### src/rtl/speed_rx_pkg.sv
// Shared types and constants for the speed-frame receiver.
// Optional macro SPEED_RX_PARITY_EN selects 8E1 framing (adds the PARITY bit state).
package speed_rx_pkg;

`ifdef SPEED_RX_PARITY_EN
  typedef enum logic [2:0] {
    BIT_IDLE, BIT_START, BIT_DATA, BIT_PARITY, BIT_STOP, BIT_BREAK
  } bit_state_t;
  localparam int BITS_PER_CHAR = 11;
`else
  typedef enum logic [2:0] {
    BIT_IDLE, BIT_START, BIT_DATA, BIT_STOP, BIT_BREAK
  } bit_state_t;
  localparam int BITS_PER_CHAR = 10;
`endif

  typedef enum logic {FR_WAIT_HI, FR_WAIT_LO} frame_state_t;

  localparam logic [1:0] HDR_MARK = 2'b10;

endpackage

### src/rtl/speed_frame_rx_if.sv
// Bus between the speed-frame receiver (master) and whatever drives its line and
// consumes its speed words (slave); also carries both FSM states for observation.
interface speed_frame_rx_if #(
    parameter int WIDTH_SPEED = 14
);
    import speed_rx_pkg::*;

    // speed_valid is a one-cycle strobe with no ready: the consumer takes speed in
    // that cycle; speed then holds until the next strobe. frame_err is a lone strobe.
    logic                   serial_data_in;
    logic [WIDTH_SPEED-1:0] speed;
    logic                   speed_valid;
    logic                   frame_err;
    logic                   busy;
    bit_state_t             bit_state;
    frame_state_t           frame_state;

    modport master (
        input  serial_data_in,
        output speed, speed_valid, frame_err, busy, bit_state, frame_state
    );

    modport slave (
        output serial_data_in,
        input  speed, speed_valid, frame_err, busy, bit_state, frame_state
    );

endinterface

### src/rtl/uart_rx_core.sv
// Line synchroniser and bit FSM: turns the serial line into bytes, one strobe per
// good character, one char_err strobe per bad stop bit (or bad parity when enabled).
module uart_rx_core
    import speed_rx_pkg::*;
#(
    parameter int CLKS_PER_BIT = 5208
) (
    input  logic       clk,
    input  logic       reset,
    input  logic       rx,
    output logic [7:0] data_byte,
    output logic       byte_valid,
    output logic       char_err,
    output bit_state_t state_dbg
);
    localparam int TW = (CLKS_PER_BIT > 2) ? $clog2(CLKS_PER_BIT) : 1;
    localparam logic [TW-1:0] FULL_LAST = TW'(CLKS_PER_BIT - 1);
    localparam logic [TW-1:0] HALF_LAST = TW'(CLKS_PER_BIT / 2 - 1);

    logic [1:0]    sync;
    logic          rx_s, rx_d;
    bit_state_t    state, state_n;
    logic [TW-1:0] timer, timer_n;
    logic [2:0]    bit_cnt, bit_cnt_n;
    logic [7:0]    shift, shift_n, data_n;
    logic          byte_valid_n, char_err_n;
`ifdef SPEED_RX_PARITY_EN
    logic          parity_ok, parity_ok_n;
`endif

    assign rx_s      = sync[1];
    assign state_dbg = state;

    always_ff @(posedge clk) begin
        if (reset) begin
            sync       <= 2'b11;
            rx_d       <= 1'b1;
            state      <= BIT_IDLE;
            timer      <= '0;
            bit_cnt    <= '0;
            shift      <= '0;
            data_byte  <= '0;
            byte_valid <= 1'b0;
            char_err   <= 1'b0;
`ifdef SPEED_RX_PARITY_EN
            parity_ok  <= 1'b1;
`endif
        end else begin
            sync       <= {sync[0], rx};
            rx_d       <= rx_s;
            state      <= state_n;
            timer      <= timer_n;
            bit_cnt    <= bit_cnt_n;
            shift      <= shift_n;
            data_byte  <= data_n;
            byte_valid <= byte_valid_n;
            char_err   <= char_err_n;
`ifdef SPEED_RX_PARITY_EN
            parity_ok  <= parity_ok_n;
`endif
        end
    end

    always_comb begin
        state_n      = state;
        timer_n      = timer + TW'(1);
        bit_cnt_n    = bit_cnt;
        shift_n      = shift;
        data_n       = data_byte;
        byte_valid_n = 1'b0;
        char_err_n   = 1'b0;
`ifdef SPEED_RX_PARITY_EN
        parity_ok_n  = parity_ok;
`endif
        case (state)
            BIT_IDLE: begin
                timer_n = '0;
                if (rx_d && !rx_s) state_n = BIT_START;
            end
            BIT_START: begin
                // Re-check the line mid start bit so short glitches are ignored.
                if (timer == HALF_LAST) begin
                    timer_n   = '0;
                    bit_cnt_n = '0;
                    state_n   = rx_s ? BIT_IDLE : BIT_DATA;
                end
            end
            BIT_DATA: begin
                if (timer == FULL_LAST) begin
                    timer_n   = '0;
                    shift_n   = {rx_s, shift[7:1]};
                    bit_cnt_n = bit_cnt + 3'd1;
`ifdef SPEED_RX_PARITY_EN
                    if (bit_cnt == 3'd7) state_n = BIT_PARITY;
`else
                    if (bit_cnt == 3'd7) state_n = BIT_STOP;
`endif
                end
            end
`ifdef SPEED_RX_PARITY_EN
            BIT_PARITY: begin
                if (timer == FULL_LAST) begin
                    timer_n     = '0;
                    parity_ok_n = ~(^shift ^ rx_s);
                    state_n     = BIT_STOP;
                end
            end
`endif
            BIT_STOP: begin
                if (timer == FULL_LAST) begin
                    timer_n = '0;
                    if (rx_s) begin
                        state_n = BIT_IDLE;
`ifdef SPEED_RX_PARITY_EN
                        if (parity_ok) begin
                            byte_valid_n = 1'b1;
                            data_n       = shift;
                        end else begin
                            char_err_n = 1'b1;
                        end
`else
                        byte_valid_n = 1'b1;
                        data_n       = shift;
`endif
                    end else begin
                        char_err_n = 1'b1;
                        state_n    = BIT_BREAK;
                    end
                end
            end
            BIT_BREAK: begin
                // A held-low line is one error, not a stream of false start bits.
                timer_n = '0;
                if (rx_s) state_n = BIT_IDLE;
            end
            default: state_n = BIT_IDLE;
        endcase
    end

endmodule

### src/rtl/speed_frame_rx.sv
// Speed-frame receiver top: reassembles header/low byte pairs from uart_rx_core into
// a speed word, with an inter-byte timeout. SPEED_RX_PARITY_EN enables 8E1 framing.
module speed_frame_rx
    import speed_rx_pkg::*;
#(
    parameter int SYS_FREQ      = 50000000,
    parameter int BAUD          = 9600,
    parameter int WIDTH_SPEED   = 14,
    parameter int TIMEOUT_BYTES = 4
) (
    input logic             clk,
    input logic             reset,
    speed_frame_rx_if.master bus
);
    localparam int CLKS_PER_BIT = SYS_FREQ / BAUD;
    localparam int HI_W         = WIDTH_SPEED - 8;
    localparam int TO_LIMIT     = TIMEOUT_BYTES * BITS_PER_CHAR * CLKS_PER_BIT;
    localparam int CW           = $clog2(TO_LIMIT + 1);
    localparam logic [CW-1:0] TO_LAST = CW'(TO_LIMIT);

    logic [7:0]             data_byte;
    logic                   byte_valid, char_err;
    frame_state_t           state, state_n;
    logic [HI_W-1:0]        hi, hi_n;
    logic [CW-1:0]          to_cnt, to_cnt_n;
    logic [WIDTH_SPEED-1:0] speed_n;
    logic                   speed_valid_n, frame_err_n;

    uart_rx_core #(.CLKS_PER_BIT(CLKS_PER_BIT)) u_core (
        .clk        (clk),
        .reset      (reset),
        .rx         (bus.serial_data_in),
        .data_byte  (data_byte),
        .byte_valid (byte_valid),
        .char_err   (char_err),
        .state_dbg  (bus.bit_state)
    );

    assign bus.frame_state = state;
    assign bus.busy        = (bus.bit_state != BIT_IDLE) || (state == FR_WAIT_LO);

    always_ff @(posedge clk) begin
        if (reset) begin
            state           <= FR_WAIT_HI;
            hi              <= '0;
            to_cnt          <= '0;
            bus.speed       <= '0;
            bus.speed_valid <= 1'b0;
            bus.frame_err   <= 1'b0;
        end else begin
            state           <= state_n;
            hi              <= hi_n;
            to_cnt          <= to_cnt_n;
            bus.speed       <= speed_n;
            bus.speed_valid <= speed_valid_n;
            bus.frame_err   <= frame_err_n;
        end
    end

    always_comb begin
        state_n       = state;
        hi_n          = hi;
        to_cnt_n      = to_cnt;
        speed_n       = bus.speed;
        speed_valid_n = 1'b0;
        frame_err_n   = 1'b0;
        case (state)
            FR_WAIT_HI: begin
                if (byte_valid) begin
                    if (data_byte[7:6] == HDR_MARK) begin
                        hi_n     = data_byte[HI_W-1:0];
                        to_cnt_n = '0;
                        state_n  = FR_WAIT_LO;
                    end else begin
                        frame_err_n = 1'b1;
                    end
                end else if (char_err) begin
                    frame_err_n = 1'b1;
                end
            end
            FR_WAIT_LO: begin
                // A completed low byte wins over a timeout landing in the same cycle.
                if (byte_valid) begin
                    speed_n       = {hi, data_byte};
                    speed_valid_n = 1'b1;
                    state_n       = FR_WAIT_HI;
                end else if (char_err || (to_cnt == TO_LAST)) begin
                    frame_err_n = 1'b1;
                    state_n     = FR_WAIT_HI;
                end else begin
                    to_cnt_n = to_cnt + CW'(1);
                end
            end
            default: state_n = FR_WAIT_HI;
        endcase
    end

endmodule

### src/flat_wrapper.sv
// flat-port wrapper written by rule: the top's interface ports become plain ports
module speed_frame_rx_flat import speed_rx_pkg::*;
#(
    parameter int SYS_FREQ      = 50000000,
    parameter int BAUD          = 9600,
    parameter int WIDTH_SPEED   = 14,
    parameter int TIMEOUT_BYTES = 4
)
  (clk, reset, bus_serial_data_in, bus_speed, bus_speed_valid, bus_frame_err, bus_busy, bus_bit_state, bus_frame_state);
  speed_frame_rx_if #(.WIDTH_SPEED(WIDTH_SPEED)) bus_i ();
  input logic clk;
  input logic reset;
  input wire logic [$bits(bus_i.serial_data_in)-1:0] bus_serial_data_in;
  output wire logic [$bits(bus_i.speed)-1:0] bus_speed;
  output wire logic [$bits(bus_i.speed_valid)-1:0] bus_speed_valid;
  output wire logic [$bits(bus_i.frame_err)-1:0] bus_frame_err;
  output wire logic [$bits(bus_i.busy)-1:0] bus_busy;
  output wire logic [$bits(bus_i.bit_state)-1:0] bus_bit_state;
  output wire logic [$bits(bus_i.frame_state)-1:0] bus_frame_state;
  assign bus_i.serial_data_in = bus_serial_data_in;
  assign bus_speed = bus_i.speed;
  assign bus_speed_valid = bus_i.speed_valid;
  assign bus_frame_err = bus_i.frame_err;
  assign bus_busy = bus_i.busy;
  assign bus_bit_state = bus_i.bit_state;
  assign bus_frame_state = bus_i.frame_state;
  speed_frame_rx #(.SYS_FREQ(SYS_FREQ), .BAUD(BAUD), .WIDTH_SPEED(WIDTH_SPEED), .TIMEOUT_BYTES(TIMEOUT_BYTES)) u_core (.clk(clk), .reset(reset), .bus(bus_i));
endmodule
### config.mk
export PLATFORM = sky130hd
export DESIGN_NAME = speed_frame_rx_flat
export DESIGN_NICKNAME = d
export VERILOG_FILES = /design/src/rtl/speed_rx_pkg.sv /design/src/rtl/speed_frame_rx_if.sv /design/src/rtl/uart_rx_core.sv /design/src/rtl/speed_frame_rx.sv /design/src/flat_wrapper.sv
export SDC_FILE = /design/constraint.sdc
export NUM_CORES = 1
export LEC_CHECK = 0
export CELL_PAD_IN_SITES_DETAIL_PLACEMENT = 1
export CELL_PAD_IN_SITES_GLOBAL_PLACEMENT = 1
export CORE_MARGIN = 5
export CORE_UTILIZATION = 40
export CTS_BUF_LIST = sky130_fd_sc_hd__clkbuf_16
export DETAILED_ROUTE_END_ITERATION = 7
export PLACE_DENSITY_LB_ADDON = 0.3
export SYNTH_ARGS = -nofsm -noshare
export SYNTH_HDL_FRONTEND = slang
export SYNTH_SLANG_ARGS = --single-unit
### constraint.sdc
create_clock -name clk -period 1.8 [get_ports clk]
set_input_delay 0.36 -clock clk [delete_from_list [all_inputs] [get_ports clk]]
set_output_delay 0.36 -clock clk [all_outputs]
set_load 0.03 [all_outputs]
==> flow_metrics.py <==
metrics = {
    "sta": {
        "final-hold-violation-count": 0,
        "fin_crit_ns": 1.89,
        "finalSetupViolations": 41,
        "worst_pin_slew_ns": 0.553,
        "final.setup.worst_slack_ns": -0.0950,
        "period_share_pct": 105,
        "grt_setup_unrepaired": "true",
        "hold-worst-slack_ns": 0.427,
        "worst_clock_skew_ns": 0.00805,
        "achievable_freq_mhz": 528,
        "timing.max_slew.rel_slack_pct": 62.7,
        "slew_viol_final": 0,
    },
    "routing": {
        "drt.antenna.violating_nets": 0,
        "finalWirelength_um": 10200,
        "wire_per_inst_um": 17.5,
        "via_count": 3170,
        "firstDrtPassIters": 4,
        "route.detailed.vias_per_inst": 5.41,
        "drc": 0,
        "drtIter0Drc": 103,
    },
    "global_routing": {
        "grt_util_all_layers_pct": 17.9,
        "grt_antenna_before_repair": 0,
        "grt_max_degree": 23,
        "grt_pass1_vias": 3319,
        "gr-total-overflow": 0,
        "grt_first_pass_wirelength_um": 16200,
    },
    "critical_path": {
        "r2r.worst_path.cells": 7,
        "critical_path.max_fanout": 6,
        "crit_path_end_kind": "register",
        "timing.critical_path.from_type": "register",
        "timing.setup.critical_path_class": "register to register",
        "crit_required_ns": 2.04,
        "data_arrival_time_of_the_critical_path_ns": 2.13,
    },
    "floorplanning": {
        "starting_density_of_the_core_pct": 40.7,
        "placementRows": 34,
        "die_extent_in_y_um": 104,
        "floorplan.die.width_um": 104,
        "ios": 24,
        "floorplan_core_area_mm2": 0.00868,
        "die_area_mm2": 0.0108,
    },
    "clocking": {
        "cts.clk_slew.worst_paths_ns": 0.06,
        "clock-root-buffer": "sky130_fd_sc_hd__clkbuf_16",
        "cts.sink_count": 81,
        "tritoncts": "built",
        "ctsHoldBuffers": 0,
        "cts_max_level": 3,
        "insertion_delay_ns": 0.34,
        "cts-buffers-inserted": 9,
        "clock_path_buffers": 2,
    },
    "run_status": {
        "violations_in_the_final_reports": "setup timing",
        "status": "finished with violations",
    },
    "cells_and_area": {
        "layout-area-overhead-vs-synth_pct": 36.5,
        "insertedDiodeCount": 0,
        "fill_count": 1003,
        "multi_input_comb_area_mm2": 0.00197,
        "drive_above_1_share_pct": 28.0,
        "final_net_count": 482,
        "seqCellArea_mm2": 0.00163,
    },
    "power": {
        "power.static_leakage_nw": 1.79,
        "worst_ir_drop_vdd_mv": 0.421,
        "powerDensity_mw_per_mm2": 812,
        "total_power_mw": 3.92,
    },
    "hold_path": {
        "holdPathStages": 1,
        "class_of_the_tightest_hold_or_removal_check": "register to register",
    },
    "yosys": {
        "synth_edf_count": 0,
        "netlist-cell-type-count": 50,
        "synthArstFlopShare_pct": 0,
        "netlist_area_mm2": 0.00354,
        "seq_area_frac_synth_pct": 45.9,
        "yosys_warnings": 0,
        "syn_nets": 407,
        "yosys_most_used_dff": "sky130_fd_sc_hd__dfxtp_1",
        "postSynthCellCount": 398,
        "post_synthesis_sequential_element_count": 81,
        "syn-mean-instance-area_um2": 8.88,
    },
    "place": {
        "numPortBuffers": 23,
        "gpl.final_weighted_congestion": 0.827,
        "post-dp-hpwl_um": 6570,
    },
    "run": {
        "maxcap_violations": 0,
    },
}
## what timing repair did
item,in CTS,in global routing
buffers inserted,4,6
gates cloned,0,2
pin swaps,9,20
gates resized for setup,22,48
endpoints found under the setup margin,46,52
## critical path, cell delays in order, from the launching register on
cell and delay, ns:
sky130_fd_sc_hd__dfxtp_2 0.33, sky130_fd_sc_hd__or4b_4 0.55, sky130_fd_sc_hd__nor4_4 0.23, sky130_fd_sc_hd__buf_6 0.16
sky130_fd_sc_hd__buf_4 0.11, sky130_fd_sc_hd__buf_6 0.09, sky130_fd_sc_hd__a211oi_2 0.06, sky130_fd_sc_hd__nor4_1 0.25
## kinds of logic after synthesis
group,Yosys count,synth area share [%]
mux,28,7.93
xor+xnor,11,2.72
fa+ha+maj,6,2.12
buf+inv,31,4.14
simple gates,177,26.5
compound gates,64,10.8
flops,81,45.9
## state kept, by name (all words and copies together), names as in the netlist
| register | cells |
|---|---|
| u_core.u_core.data_byte | 8 |
| u_core.u_core.state_dbg | 3 |
| u_core.u_core.char_err | 1 |
| u_core.u_core.sync | 2 |
| u_core.bus.speed_valid | 1 |
| u_core.hi | 6 |
| u_core.u_core.shift | 8 |
| u_core.u_core.byte_valid | 1 |
| u_core.bus.frame_err | 1 |
| u_core.u_core.bit_cnt | 3 |
| u_core.bus.speed | 14 |
| u_core.to_cnt | 18 |
| u_core.u_core.timer | 13 |
| u_core.bus.frame_state | 1 |
| u_core.u_core.rx_d | 1 |
## worst paths after layout
path	from	end	slack, ns
worst max-delay path	u_core.u_core.timer[5]$_SDFF_PP0_	u_core.u_core.state_dbg[0]$_SDFFE_PP0P_	-0.09
worst min-delay path	u_core.u_core.sync[0]$_SDFF_PP1_	u_core.u_core.sync[1]$_SDFF_PP1_	0.43
worst max register to register	u_core.u_core.timer[5]$_SDFF_PP0_	u_core.u_core.state_dbg[0]$_SDFFE_PP0P_	-0.09
worst min register to register	u_core.u_core.sync[0]$_SDFF_PP1_	u_core.u_core.sync[1]$_SDFF_PP1_	0.43
## through the flow
| stage | utilization (%) | instance area [µm²] | worst slack (ns) | std cells | TNS (ns) |
|---|---|---|---|---|---|
| 2_1_floorplan | - | 3540 | 0.000215 | 398 | 0 |
| 3_3_place_gp | 48.5 | 4210 | 0.0211 | 561 | 0 |
| 3_5_place_dp | 48.5 | 4210 | -0.0381 | 561 | -0.177 |
| 4_1_cts | 53.3 | 4620 | -0.0686 | 580 | -0.648 |
| 5_1_grt | 55.6 | 4830 | -0.177 | 586 | -4.89 |
| 6_report | 55.6 | 4830 | -0.0950 | 586 | -1.94 |
## layout make-up
class	instances	area share (%)
clock buffers	9	4.67
clock inverters	7	2.23
inverters	12	0.933
multi-input cells	287	40.8
flip-flops and latches	81	33.9
well taps	108	2.80
repair buffers	82	14.7
## synthesized netlist by cell type, drive strengths merged (5+ instances only)
| master | n | area (µm²) |
|---|---|---|
| a21oi | 27 | 135 |
| a311oi | 5 | 43.8 |
| a31oi | 8 | 50.1 |
| and3 | 5 | 32.5 |
| buf | 6 | 52.5 |
| clkbuf | 13 | 48.8 |
| dfxtp | 81 | 1620 |
| ha | 6 | 75.1 |
| inv | 12 | 45.0 |
| mux2i | 28 | 280 |
| nand2 | 45 | 169 |
| nand3 | 19 | 100 |
| nor2 | 59 | 221 |
| nor2b | 8 | 50.1 |
| nor3 | 9 | 45.0 |
| nor4 | 7 | 95.1 |
| o21ai | 15 | 78.8 |
| xnor2 | 6 | 52.6 |
| xor2 | 5 | 43.8 |
## where the power goes
group	internal (mW)	leakage, nW	switching, mW	total, mW
sequential	1.79	0.657	0.00381	1.80
combinational	0.0242	0.968	0.0504	0.0746
clock	1.24	0.160	0.803	2.05
total	3.06	1.79	0.857	3.92
## layout by cell type (no fill, tap or decap), drive strengths merged, types with 7 or more instances in the layout
| master | n |
|---|---|
| dfxtp | 81 |
| buf | 60 |
| nor2 | 59 |
| nand2 | 45 |
| mux2i | 28 |
| a21oi | 27 |
| clkdlybuf4s50 | 19 |
| nand3 | 19 |
| inv | 16 |
| o21ai | 15 |
| clkbuf | 9 |
| nor3 | 9 |
| nor2b | 8 |
| a31oi | 8 |
| nor4 | 7 |
## routing by layer
layer / GRT usage, % / wire [µm] / vias up
met4: 6.38 / 153 / 0
met2: 33.3 / 5590 / 28
met3: 2.79 / 145 / 13
met5: 0 / 0 / -
li1: - / - / 1551
met1: 20.6 / 4350 / 1578
(Power assumes the default switching activity.)
